$ cat src/rtl/addsub_pkg.sv
// Shared definitions for the segmented add/subtract pipeline.
// Holds the op encodings and two small helpers that turn an op into the
// effective B inversion and effective carry-in of the first segment.
package addsub_pkg;

    typedef enum logic [1:0] {
        OP_ADD = 2'b00,
        OP_SUB = 2'b01,
        OP_ADC = 2'b10,
        OP_SBC = 2'b11
    } addsub_op_e;

    // SUB and SBC add the one's complement of B.
    function automatic logic op_inverts_b(input addsub_op_e op);
        return (op == OP_SUB) || (op == OP_SBC);
    endfunction

    // ADD forces 0, SUB forces 1 (completing the two's complement),
    // ADC/SBC pass the external carry-in through.
    function automatic logic op_carry_in(input addsub_op_e op, input logic cin);
        logic c;
        case (op)
            OP_ADD:  c = 1'b0;
            OP_SUB:  c = 1'b1;
            default: c = cin;
        endcase
        return c;
    endfunction

endpackage

$ cat src/rtl/cla_seg.sv
// Combinational SEG-bit carry-lookahead adder segment.
// Ports:
//   RA, RB  : segment operands (RB already inverted by the caller if needed)
//   cin     : carry into bit 0
//   sum     : segment sum
//   cout    : carry out of the segment MSB
//   c_msb   : carry into the segment MSB (used for signed overflow at the top)
module cla_seg #(
    parameter int SEG = 8
) (
    input  logic [SEG-1:0] RA,
    input  logic [SEG-1:0] RB,
    input  logic           cin,
    output logic [SEG-1:0] sum,
    output logic           cout,
    output logic           c_msb
);

    logic [SEG-1:0] w_g;
    logic [SEG-1:0] w_p;
    logic [SEG:0]   w_c;

    assign w_g = RA & RB;
    assign w_p = RA ^ RB;

    // Every carry is formed from the group generate/propagate of the bits
    // below it and cin directly, so no carry depends on another carry.
    always_comb begin
        logic v_gg;
        logic v_pp;
        v_gg   = 1'b0;
        v_pp   = 1'b1;
        w_c    = '0;
        w_c[0] = cin;
        for (int i = 0; i < SEG; i++) begin
            v_gg = 1'b0;
            v_pp = 1'b1;
            for (int j = 0; j <= i; j++) begin
                v_gg = w_g[j] | (w_p[j] & v_gg);
                v_pp = v_pp & w_p[j];
            end
            w_c[i+1] = v_gg | (v_pp & cin);
        end
    end

    assign sum   = w_p ^ w_c[SEG-1:0];
    assign cout  = w_c[SEG];
    assign c_msb = w_c[SEG-1];

endmodule

$ cat src/rtl/pipelined_addsub.sv
// Segmented, pipelined add/subtract unit (ADD, SUB, ADC, SBC).
// One SEG-bit carry-lookahead segment per stage; carries ripple between
// stages through registers, unconsumed operand bits are skewed forward and
// finished result bits trail along so each beat leaves as a whole word.
// Latency is WIDTH/SEG cycles, throughput one beat per cycle, and a single
// global stall freezes the whole pipe while the output is not accepted.
// Ports:
//   clk, reset          : clock, synchronous active-high reset
//   in_valid / in_ready : input handshake (in_ready = not stalled)
//   op, RA, RB, cin     : operation, operands, carry-in (ADC/SBC only)
//   out_valid/out_ready : output handshake
//   sum, cout, overflow, zero : registered result and flags
module pipelined_addsub
    import addsub_pkg::*;
#(
    parameter int WIDTH = 32,
    parameter int SEG   = 8     // WIDTH must be a multiple of SEG
) (
    input  logic             clk,
    input  logic             reset,
    input  logic             in_valid,
    output logic             in_ready,
    input  logic [1:0]       op,
    input  logic [WIDTH-1:0] RA,
    input  logic [WIDTH-1:0] RB,
    input  logic             cin,
    output logic             out_valid,
    input  logic             out_ready,
    output logic [WIDTH-1:0] sum,
    output logic             cout,
    output logic             overflow,
    output logic             zero
);

    localparam int STAGES = WIDTH / SEG;

    logic              w_stall;
    logic [WIDTH-1:0]  w_b_eff;
    logic              w_cin_eff;
    logic [STAGES-1:0] r_vld;
    logic [STAGES-1:0] w_vld_next;
    logic [WIDTH-1:0]  r_sum;
    logic              r_cout;
    logic              r_ovf;
    logic              r_zero;

    assign w_b_eff   = op_inverts_b(addsub_op_e'(op)) ? ~RB : RB;
    assign w_cin_eff = op_carry_in(addsub_op_e'(op), cin);

    assign w_stall   = r_vld[STAGES-1] && !out_ready;
    assign in_ready  = !w_stall;

    // Valid bits shift with the data; an idle input injects a bubble.
    always_comb begin
        w_vld_next    = r_vld;
        w_vld_next[0] = in_valid;
        for (int k = 1; k < STAGES; k++) begin
            w_vld_next[k] = r_vld[k-1];
        end
    end

    always_ff @(posedge clk) begin
        if (reset) begin
            r_vld <= '0;
        end else if (!w_stall) begin
            r_vld <= w_vld_next;
        end
    end

    for (genvar k = 0; k < STAGES; k++) begin : g_st
        localparam int LO = k * SEG;   // result bits already finished

        logic [SEG-1:0]    w_a_seg;
        logic [SEG-1:0]    w_b_seg;
        logic [SEG-1:0]    w_sum_seg;
        logic              w_cin;
        logic              w_cout;
        logic              w_c_msb;
        logic [LO+SEG-1:0] w_res;

        // ---- stage k input: raw ports for k=0, previous stage registers otherwise
        if (k == 0) begin : g_src
            assign w_a_seg = RA[SEG-1:0];
            assign w_b_seg = w_b_eff[SEG-1:0];
            assign w_cin   = w_cin_eff;
            assign w_res   = w_sum_seg;
        end else begin : g_src
            assign w_a_seg = g_st[k-1].g_mid.r_a_up[SEG-1:0];
            assign w_b_seg = g_st[k-1].g_mid.r_b_up[SEG-1:0];
            assign w_cin   = g_st[k-1].g_mid.r_c;
            assign w_res   = {w_sum_seg, g_st[k-1].g_mid.r_res};
        end

        cla_seg #(.SEG(SEG)) u_cla (
            .RA    (w_a_seg),
            .RB    (w_b_seg),
            .cin   (w_cin),
            .sum   (w_sum_seg),
            .cout  (w_cout),
            .c_msb (w_c_msb)
        );

        if (k < STAGES-1) begin : g_mid
            localparam int AW = WIDTH - (k + 1) * SEG;   // operand bits still to add

            logic [AW-1:0]     w_a_up;
            logic [AW-1:0]     w_b_up;
            logic [AW-1:0]     r_a_up;
            logic [AW-1:0]     r_b_up;
            logic [LO+SEG-1:0] r_res;
            logic              r_c;
            logic              w_c_msb_unused;

            // The MSB carry-in only matters for the top segment.
            assign w_c_msb_unused = w_c_msb;

            if (k == 0) begin : g_up
                assign w_a_up = RA[WIDTH-1:SEG];
                assign w_b_up = w_b_eff[WIDTH-1:SEG];
            end else begin : g_up
                assign w_a_up = g_st[k-1].g_mid.r_a_up[AW+SEG-1:SEG];
                assign w_b_up = g_st[k-1].g_mid.r_b_up[AW+SEG-1:SEG];
            end

            // ---- stage k register boundary
            always_ff @(posedge clk) begin
                if (!w_stall) begin
                    r_a_up <= w_a_up;
                    r_b_up <= w_b_up;
                    r_res  <= w_res;
                    r_c    <= w_cout;
                end
            end
        end else begin : g_last
            // ---- output register boundary
            // cout ^ (carry into MSB) is the same signed-overflow condition as
            // "operands share a sign that the sum does not".
            always_ff @(posedge clk) begin
                if (reset) begin
                    r_sum  <= '0;
                    r_cout <= 1'b0;
                    r_ovf  <= 1'b0;
                    r_zero <= 1'b0;
                end else if (!w_stall) begin
                    r_sum  <= w_res;
                    r_cout <= w_cout;
                    r_ovf  <= w_cout ^ w_c_msb;
                    r_zero <= (w_res == '0);
                end
            end
        end
    end

    assign out_valid = r_vld[STAGES-1];
    assign sum       = r_sum;
    assign cout      = r_cout;
    assign overflow  = r_ovf;
    assign zero      = r_zero;

endmodule

$ cat config.mk
export PLATFORM = sky130hd
export DESIGN_NAME = pipelined_addsub
export DESIGN_NICKNAME = d
export VERILOG_FILES = /design/src/rtl/addsub_pkg.sv /design/src/rtl/cla_seg.sv /design/src/rtl/pipelined_addsub.sv
export SDC_FILE = /design/constraint.sdc
export NUM_CORES = 1
export LEC_CHECK = 0
export ABC_CLOCK_PERIOD_IN_PS = 7500
export BUFFER_PORTS_ARGS = -buffer_cell sky130_fd_sc_hd__buf_2
export CORE_ASPECT_RATIO = 1.2
export CORE_UTILIZATION = 56
export DETAILED_ROUTE_END_ITERATION = 10
export PLACE_DENSITY = 0.79
export SYNTH_ARGS = -nofsm -noshare
export SYNTH_HDL_FRONTEND = slang
export SYNTH_SLANG_ARGS = --single-unit
$ cat constraint.sdc
create_clock -name clk -period 7.5 [get_ports clk]
set_input_delay 0.375 -clock clk [delete_from_list [all_inputs] [get_ports clk]]
set_output_delay 0.375 -clock clk [all_outputs]
set_load 0.005 [all_outputs]
=== After elaboration in Yosys (flattened, before gate mapping) ===
Index checks and enable logic that the tools add are counted.

* Equality and inequality tests: 2
* Muxes and demuxes: 2
* Bitwise gates (word level): 162
* Reduce and logical (&&, ||, !) cells: 6

{| class="wikitable"
|+ Operators with widths
! kind !! number
|-
| $and 1x1->1 || 88
|-
| $xor 8x8->8 || 8
|-
| $or 1x1->1 || 60
|-
| $and 8x8->8 || 4
|-
| $logic_not 32->1 || 1
|-
| $mux 32 || 1
|-
| $not 32->32 || 1
|-
| $eq 2x1->1 const B || 1
|-
| $eq 2x2->1 const B || 1
|-
| $logic_not 1->1 || 2
|-
| $logic_not 2->1 || 1
|-
| $pmux 1 s2 || 1
|-
| $logic_and 1x1->1 || 1
|-
| $logic_or 1x1->1 || 1
|-
| $xor 1x1->1 || 1
|}

* Register bits: 186
* Bits of input ports: 71
* Output and inout bits: 37
* Logic and storage cells: 189

=== Logic depth before layout (Yosys ltp) ===
Gate-level depths: netlist of the first run.

* Depth in word-level cells: 19
* Gate-level depth with buffers: 10
* Mapped depth without buffers: 8

=== By module ===
From an unflattened synthesis of the first run, not the netlist that was laid out.

* Cells, all modules: 520
* Area, all modules: 7559.8 um^2

{| class="wikitable"
|+ Modules (own cells, without submodules)
! module !! times used !! cells each !! area each (um^2) !! seq. area each (um^2)
|-
| pipelined_addsub || 1 || 364 || 6198.4 || 5195.0
|-
| cla_seg || 4 || 39 || 340.3 || 0.0
|}

=== Worst setup path after synthesis of the first run ===
No wires, ideal clock.

* Path kind: reg2reg
* From: register r_vld[3]
* To: register g_st[0].g_mid.r_a_up[0] (enable)
* Setup time: 571 ps
* Arrival time: 4966 ps
* Data required time: 6929 ps
* Slack: 1963 ps
* Cell stages (with the launch flop): 5
* Path buffers: 2
* Period minus slack after synthesis: 5537 ps
* Cell sequence: dfxtp_1 -> nor2b_1 -> clkbuf_1 -> inv_1 -> clkbuf_1

* Cells in the longest elaborated chain, start to end: 1

{| class="wikitable"
|+ Ends and longest elaborated chain
! element !! RTL line !! text
|-
| start: declaration || pipelined_addsub.sv:40 || <nowiki>logic [STAGES-1:0] r_vld;</nowiki>
|-
| start signal: assignment || pipelined_addsub.sv:66 || <nowiki>r_vld <= w_vld_next;</nowiki>
|-
| $logic_and 1x1->1 || pipelined_addsub.sv:50 || <nowiki>assign w_stall = r_vld[STAGES-1] && !out_ready;</nowiki>
|-
| end signal: assignment || pipelined_addsub.sv:128 || <nowiki>r_a_up <= w_a_up;</nowiki>
|-
| end: declaration || pipelined_addsub.sv:108 || <nowiki>logic [AW-1:0] r_a_up;</nowiki>
|}

No other way between the ends.
A chain may end at the register's enable or synchronous reset.

=== Worst setup path after layout of the first run ===
* From: register r_vld[3]
* To: register g_st[2].g_mid.r_res[20] (enable)

* Cells in the longest elaborated chain, start to end: 1

{| class="wikitable"
|+ Ends and longest elaborated chain
! element !! RTL line !! text
|-
| $logic_and 1x1->1 || pipelined_addsub.sv:50 ||
|-
| end signal: assignment || pipelined_addsub.sv:130 || <nowiki>r_res <= w_res;</nowiki>
|-
| end: declaration || pipelined_addsub.sv:110 || <nowiki>logic [LO+SEG-1:0] r_res;</nowiki>
|}

No other way between the ends.

==> results.json, run 1 <==
{
  "outcome": "finished clean",
  "area_growth_pct": 16.90,
  "yosysMostFrequentCell": "edfxtp_1",
  "ios": 108,
  "rsz0062_at_grt": "no",
  "grt_pass1_vias": 4125,
  "die_w_um": 106.3,
  "ys_types": 37,
  "power_frac_seq_pct": 55.1,
  "drcViolationCount": 0,
  "max-vdd-ir-drop_mv": 0.1515,
  "synth_largest_area_cell": "edfxtp_1",
  "initial_utilization_pct": 57.69,
  "required_ns": 7.54,
  "nNetsFinal": 725,
  "postRouteAntennaNets": 0,
  "intPower_uw": 1930,
  "worst_slew_pin_slew_ns": 0.9261,
  "period_needed_ns": 2.632,
  "yosys.area.top_type_share_pct": 60.40,
  "rows": 45,
  "post-place-ws_ns": 4.574,
  "fmax_mhz": 379.9,
  "nFillCells": 890,
  "clkTransAtPathRegs_ns": 0.06,
  "switching_share_pct": 23.96,
  "drt_iter0_drc": 203,
  "yosysWarnings": 0,
  "finalSetupViolations": 0,
  "start_kind": "flip-flop",
  "yosys-top-cells-area": "edfxtp_1 60%, dfxtp_1 11%, ha_1 5.5%",
  "grt_pass1_wl_um": 19200,
  "combPwrFrac_pct": 12.6,
  "portBuffers": 107,
  "cts-htree-levels": 4,
  "vias_per_cell": 5.206,
  "overflow": 0,
  "numCtsBuffers": 17,
  "grtUsageTotal_pct": 18.69,
  "worst_slew_margin_rel_pct": 38.26,
  "worst_ep_arrival_time_ns": 2.68,
  "power.switching_uw": 608.1,
  "core_area_um2": 12670,
  "hold_viol_final": 0,
  "grt_start_max_net_pins": 119,
  "syn-cell-area_um2": 7308,
  "slew_violations": 0,
  "hold_slack_ns": 0.1268,
  "fin_skew_ns": 0.01186,
  "dr_total_vias": 4139,
  "cts_sinks": 186,
  "finalCritPeriodShare_pct": 35.10,
  "async_flop_share_pct": 0,
  "design_power_total_uw": 2538,
  "p_per_area_nw_per_um2": 297.1,
  "avgSynthCellArea_um2": 14.44,
  "die_h_um": 127.1,
  "ys_seq_area_share_pct": 71.08,
  "p_leak_uw": 0.003561,
  "setup_tns_ns": 0,
  "synth-edff-count": 147,
  "synth.top_cells.by_count": "147 x edfxtp_1, 70 x nand2_1, 45 x a21oi_1",
  "ys_ff_latch": 186,
  "antenna_found_initial": 0,
  "gp_congestion": 0.7776,
  "post_drt_wl_per_cell_um": 14.88,
  "cts_tree": "done",
  "setup_ws_ns": 4.868,
  "drt_wl_total_um": 11830,
  "worstSkewPairLatency_ns": 0.42,
  "hold_class": "in2reg",
  "die_area_um2": 13510,
  "ctsLongestPathBuffers": 2,
  "worstSetupPathType": "reg2reg",
  "dr.pass1.iters": 4,
  "worstPathMaxFanout": 118,
  "dpl.hpwl_um": 7973,
  "ctsHoldBuffers": 0,
  "clkPwrFrac_pct": 32.3,
  "syn_nets": 613,
  "ctsResizeCount": 0,
  "root_buffer": "clkbuf_16",
  "yosys_most_used_dff": "edfxtp_1",
  "max_cap_violations": 0,
  "antenna_cells": 0,
  "end_kind": "flip-flop",
  "syn_inst": 506,
  "postCtsSetupRepairBufs": 0,
  "layout-drive-gt1-share_pct": 22.35
}
-- final cells by class --
cell class              instances  area (um2)  share of cell area, %
clock buffers                  19       432.9                  5.067
inverters                       7       31.28                 0.3661
flip-flops and latches        186        5195                  60.81
well taps                     164       205.2                  2.402
multi-input cells             297        2009                  23.52
repair buffers                109       550.5                  6.444
clock inverters                13       118.9                  1.391
-- power by group through the flow --
stage / combinational (uW) / sequential [uW] / clock [uW]
after floorplan: 206 / 1390 / 0
after global placement: 298 / 1410 / 0
after detailed placement: 315 / 1420 / 0
after CTS: 319 / 1400 / 836
after global routing: 357 / 1420 / 874
final: 320 / 1400 / 821
-- through the flow --
step                util, %  std cells  area (um2)
detailed placement    63.08        763        7991
finish                67.44        795        8543
CTS                   67.44        795        8543
global route          67.44        795        8543
floorplan                 -        506        7308
global placement      63.08        763        7991
-- sequential cells by signal, indices dropped and copies added (netlist names) --
signal             count
overflow               1
g_st.g_mid.r_a_up     48
g_st.g_mid.r_b_up     48
sum                   32
zero                   1
r_vld                  4
cout                   1
g_st.g_mid.r_res      48
g_st.g_mid.r_c         3
-- per-layer routing --
metal,GRT usage (%),wire length (um)
met1,23.11,5042
met2,31.28,5963
met3,4.388,606
met4,8.497,215
met5,0,0
-- worst max-delay path: stages (launching register included) --
cell and delay, ns:
dfxtp_1 0.30, nor2b_2 0.14, buf_4 0.25, inv_6 0.68, buf_4 0.78
-- layout by cell type (no fill, tap or decap), drive strengths merged, types with 6 or more instances in the layout --
cell,count
buf,109
nor2,19
a211oi,6
clkinv,6
inv,11
nor3,10
xnor2,14
ha,32
a21o,9
clkbuf,19
dfxtp,39
xor2,41
edfxtp,147
nor4,8
o21ai,9
nand2,70
a21oi,45
-- path summary, 6_finish.rpt --
check	from	to	slack, ns	depth (start not counted)
setup / recovery	r_vld[3]$_SDFFE_PP0N_	g_st[2].g_mid.r_res[20]$_DFFE_PN_	4.87	4
hold / removal	RA[29]	g_st[0].g_mid.r_a_up[21]$_DFFE_PN_	0.13	1
setup reg to reg	r_vld[3]$_SDFFE_PP0N_	g_st[2].g_mid.r_res[20]$_DFFE_PN_	4.87	4
hold reg to reg	g_st[1].g_mid.r_b_up[13]$_DFFE_PN_	g_st[2].g_mid.r_b_up[5]$_DFFE_PN_	0.42	0
-- kinds of logic after synthesis --
family	after synthesis	share of synthesized area (%)
XOR/XNOR	55	6.591
AO/OA/AOI/OAI	79	6.506
flip-flops	186	71.08
AND/OR/NAND/NOR	126	7.653
adder cells (fa/ha/maj)	36	6.574
buffers and inverters	23	1.455
multiplexers	1	0.1370
No activity file was read; power rests on OpenSTA's default activity.
==> run 2, diff against run 1 <==
Settings changed: ABC_AREA set to 1, ABC_CLOCK_PERIOD_IN_PS 7500 to 2600, CORE_UTILIZATION 56 to 57, PLACE_DENSITY 0.79 to 0.8.
Clock period 7.5 ns to 2.6 ns, I/O delays scaled along.
==> run 2 against run 1 <==
- cell count increased by 12%
- clock power grew to 3.1 times the previous value
- power rose to 3.0 times the previous value
- global-route usage increased by 2.0 points
- non-clock buffer count increased by 45
- critical endpoint is now zero$_SDFFE_PP0N_
- critical path depth grew 8
- largest cell class unchanged
- critical path type unchanged
- synthesized cell count rose by 9.3%
- register-to-register slack got worse by 4.5 ns
- die area increased by 0.15%
==> results.json, run 2 <==
{
  "final_cell_mix": "147 x edfxtp_1, 107 x buf_2, 78 x nor2_1, 48 x xor2_1, 47 x nand2_1",
  "async_flop_share_pct": 0,
  "outcome": "finished clean",
  "ys_seq_area_share_pct": 69.73,
  "layout-drive-gt1-share_pct": 23.48,
  "dr.pass1.iters": 5,
  "finalCritPeriodShare_pct": 85.91,
  "slew_violations": 0,
  "worst_slew_margin_rel_pct": 32.66,
  "nNetsFinal": 818,
  "hold_class": "in2reg",
  "cts_tree": "done",
  "vias_per_cell": 5.045,
  "postCtsSetupRepairBufs": 0,
  "max-vdd-ir-drop_mv": 0.4713,
  "multiInputGateArea_um2": 2023,
  "area_growth_pct": 23.28,
  "fmax_mhz": 447.7,
  "overflow": 0,
  "yosys.area_share.adder_pct": 6.449,
  "start_kind": "flip-flop",
  "rows": 45,
  "cts-htree-levels": 4,
  "worstSkewPairLatency_ns": 0.42,
  "syn-cell-area_um2": 7450,
  "layout_commonest_cell": "edfxtp_1",
  "numCtsBuffers": 17,
  "ios": 108,
  "synth_compound_area_share_pct": 4.887,
  "yosys-top-cells-area": "edfxtp_1 59%, dfxtp_1 10%, xor2_1 5.6%",
  "portBuffers": 107,
  "drcViolationCount": 0,
  "gp_congestion": 0.7876,
  "setup_tns_ns": 0,
  "worst_ep_arrival_time_ns": 2.59,
  "yosys.area_share.simple_pct": 9.456,
  "antenna_cells": 0,
  "yosys_most_used_dff": "edfxtp_1",
  "fin_skew_ns": 0.007785,
  "top_regs": "g_st.g_mid.r_a_up: 48 flops, g_st.g_mid.r_b_up: 48 flops, g_st.g_mid.r_res: 48 flops",
  "drt_iter0_drc": 236,
  "dr_total_vias": 4480,
  "ctsLongestPathBuffers": 2,
  "nFillCells": 857,
  "synth_xor_area_share_pct": 6.332,
  "ctsHoldBuffers": 42,
  "cts_sinks": 186,
  "grt_pass1_vias": 4524,
  "synth_largest_area_cell": "edfxtp_1",
  "clkTransAtPathRegs_ns": 0.06,
  "postRouteAntennaNets": 0,
  "p_per_area_nw_per_um2": 833.3,
  "worstPathMaxFanout": 2,
  "worstSetupPathType": "reg2reg",
  "yosysWarnings": 0,
  "worst_slew_pin_slew_ns": 1.009,
  "syn_nets": 660,
  "core_area_um2": 12720,
  "dpl.hpwl_um": 8066,
  "ys_ff_latch": 186,
  "drt_wl_total_um": 12760,
  "die_h_um": 127.2,
  "die_w_um": 106.4,
  "synth_top_family_by_area": "simple AND/OR/NAND/NOR gates",
  "grt_start_max_net_pins": 103,
  "hold_viol_final": 0,
  "synth-edff-count": 147,
  "grt_pass1_wl_um": 20750,
  "max_cap_violations": 0,
  "required_ns": 2.96,
  "syn_inst": 553,
  "die_area_um2": 13530,
  "synth.top_cells.by_count": "147 x edfxtp_1, 78 x nor2_1, 48 x xor2_1",
  "root_buffer": "clkbuf_16",
  "ys_types": 31,
  "ctsResizeCount": 0,
  "initial_utilization_pct": 58.54,
  "yosys.area.top_type_share_pct": 59.25,
  "period_needed_ns": 2.234,
  "synthMuxAreaShare_pct": 0,
  "finalSetupViolations": 0,
  "rsz0062_at_grt": "no",
  "antenna_found_initial": 0,
  "seqCellArea_um2": 5195,
  "p_leak_uw": 0.003990,
  "design_power_total_uw": 7653,
  "post_drt_wl_per_cell_um": 14.37,
  "end_kind": "flip-flop",
  "yosysMostFrequentCell": "edfxtp_1",
  "avgSynthCellArea_um2": 13.47,
  "grtUsageTotal_pct": 20.65
}
[run 2: cell types whose count changed after synthesis, sizes merged, moves of 7 or more]
| cell | delta |
|---|---|
| o21ai | +25 |
| nand3 | +18 |
| inv | +35 |
| clkbuf | -7 |
| a21oi | -34 |
| nor2 | +59 |
| xor2 | +7 |
| a21o | -7 |
| xnor2 | -9 |
| nor3 | -10 |
| nand2 | -8 |
| nor4 | -8 |
[run 2: power breakdown]
group	switching, uW	leakage [uW]	internal [uW]
Clock	1030	0.000273	1500
Combinational	578	0.00184	497
Sequential	216	0.00188	3840
Total	1820	0.00399	5830
[run 2: cell type report]
cell class / count / share of cell area (%)
flip-flops and latches: 186 / 56.57
multi-input cells: 310 / 22.03
repair buffers: 154 / 11.09
clock buffers: 18 / 4.673
well taps: 164 / 2.234
inverters: 42 / 1.717
clock inverters: 14 / 1.689
[run 2: cell families after synthesis]
group / Yosys count
flops: 186
xor+xnor: 53
fa+ha+maj: 36
simple gates: 165
compound gates: 56
buf+inv: 57
[run 2: metal layers]
metal / wire length, um / up-vias / share of wire (%) / global-route usage, %
met5: 0 / - / 0 / 0
met4: 346 / 0 / 2.7 / 10.70
met3: 633 / 27 / 5.0 / 5.510
met2: 6878 / 122 / 54 / 37.55
met1: 4899 / 2127 / 38 / 21.75
li1: - / 2204 / - / -
[run 2: critical path, cell delays in order (launching register included)]
cell and delay (ns):
edfxtp_1 0.42, fa_1 0.52, nor2_1 0.11, nand2_1 0.08, nor2_1 0.14, nand3_1 0.09
nor2_1 0.17, nand3_1 0.11, nor2_1 0.13, nand2_1 0.07, nor2_1 0.14, nand3_1 0.09
a21oi_1 0.12
[run 2: final timing paths]
path	endpoint	start	cells after the start	slack, ns
worst max-delay path	zero$_SDFFE_PP0N_	g_st[2].g_mid.r_a_up[0]$_DFFE_PN_	12	0.37
worst min-delay path	g_st[0].g_mid.r_b_up[19]$_DFFE_PN_	RB[27]	2	0.01
worst max register to register	zero$_SDFFE_PP0N_	g_st[2].g_mid.r_a_up[0]$_DFFE_PN_	12	0.37
worst min register to register	g_st[2].g_mid.r_res[4]$_DFFE_PN_	g_st[1].g_mid.r_res[4]$_DFFE_PN_	0	0.41
[run 2: stage by stage]
step	instances	cell area (um2)	hold slack [ns]	utilization, %	worst slack [ns]
2_1_floorplan	553	7453	0.1991	-	0.4719
3_3_place_gp	814	8179	0.3067	64.28	0.4298
3_5_place_dp	814	8179	0.3083	64.28	0.3595
4_1_cts	888	9184	0.002197	72.17	0.3421
5_1_grt	888	9184	0.005631	72.17	0.1909
6_report	888	9184	0.01197	72.17	0.3663
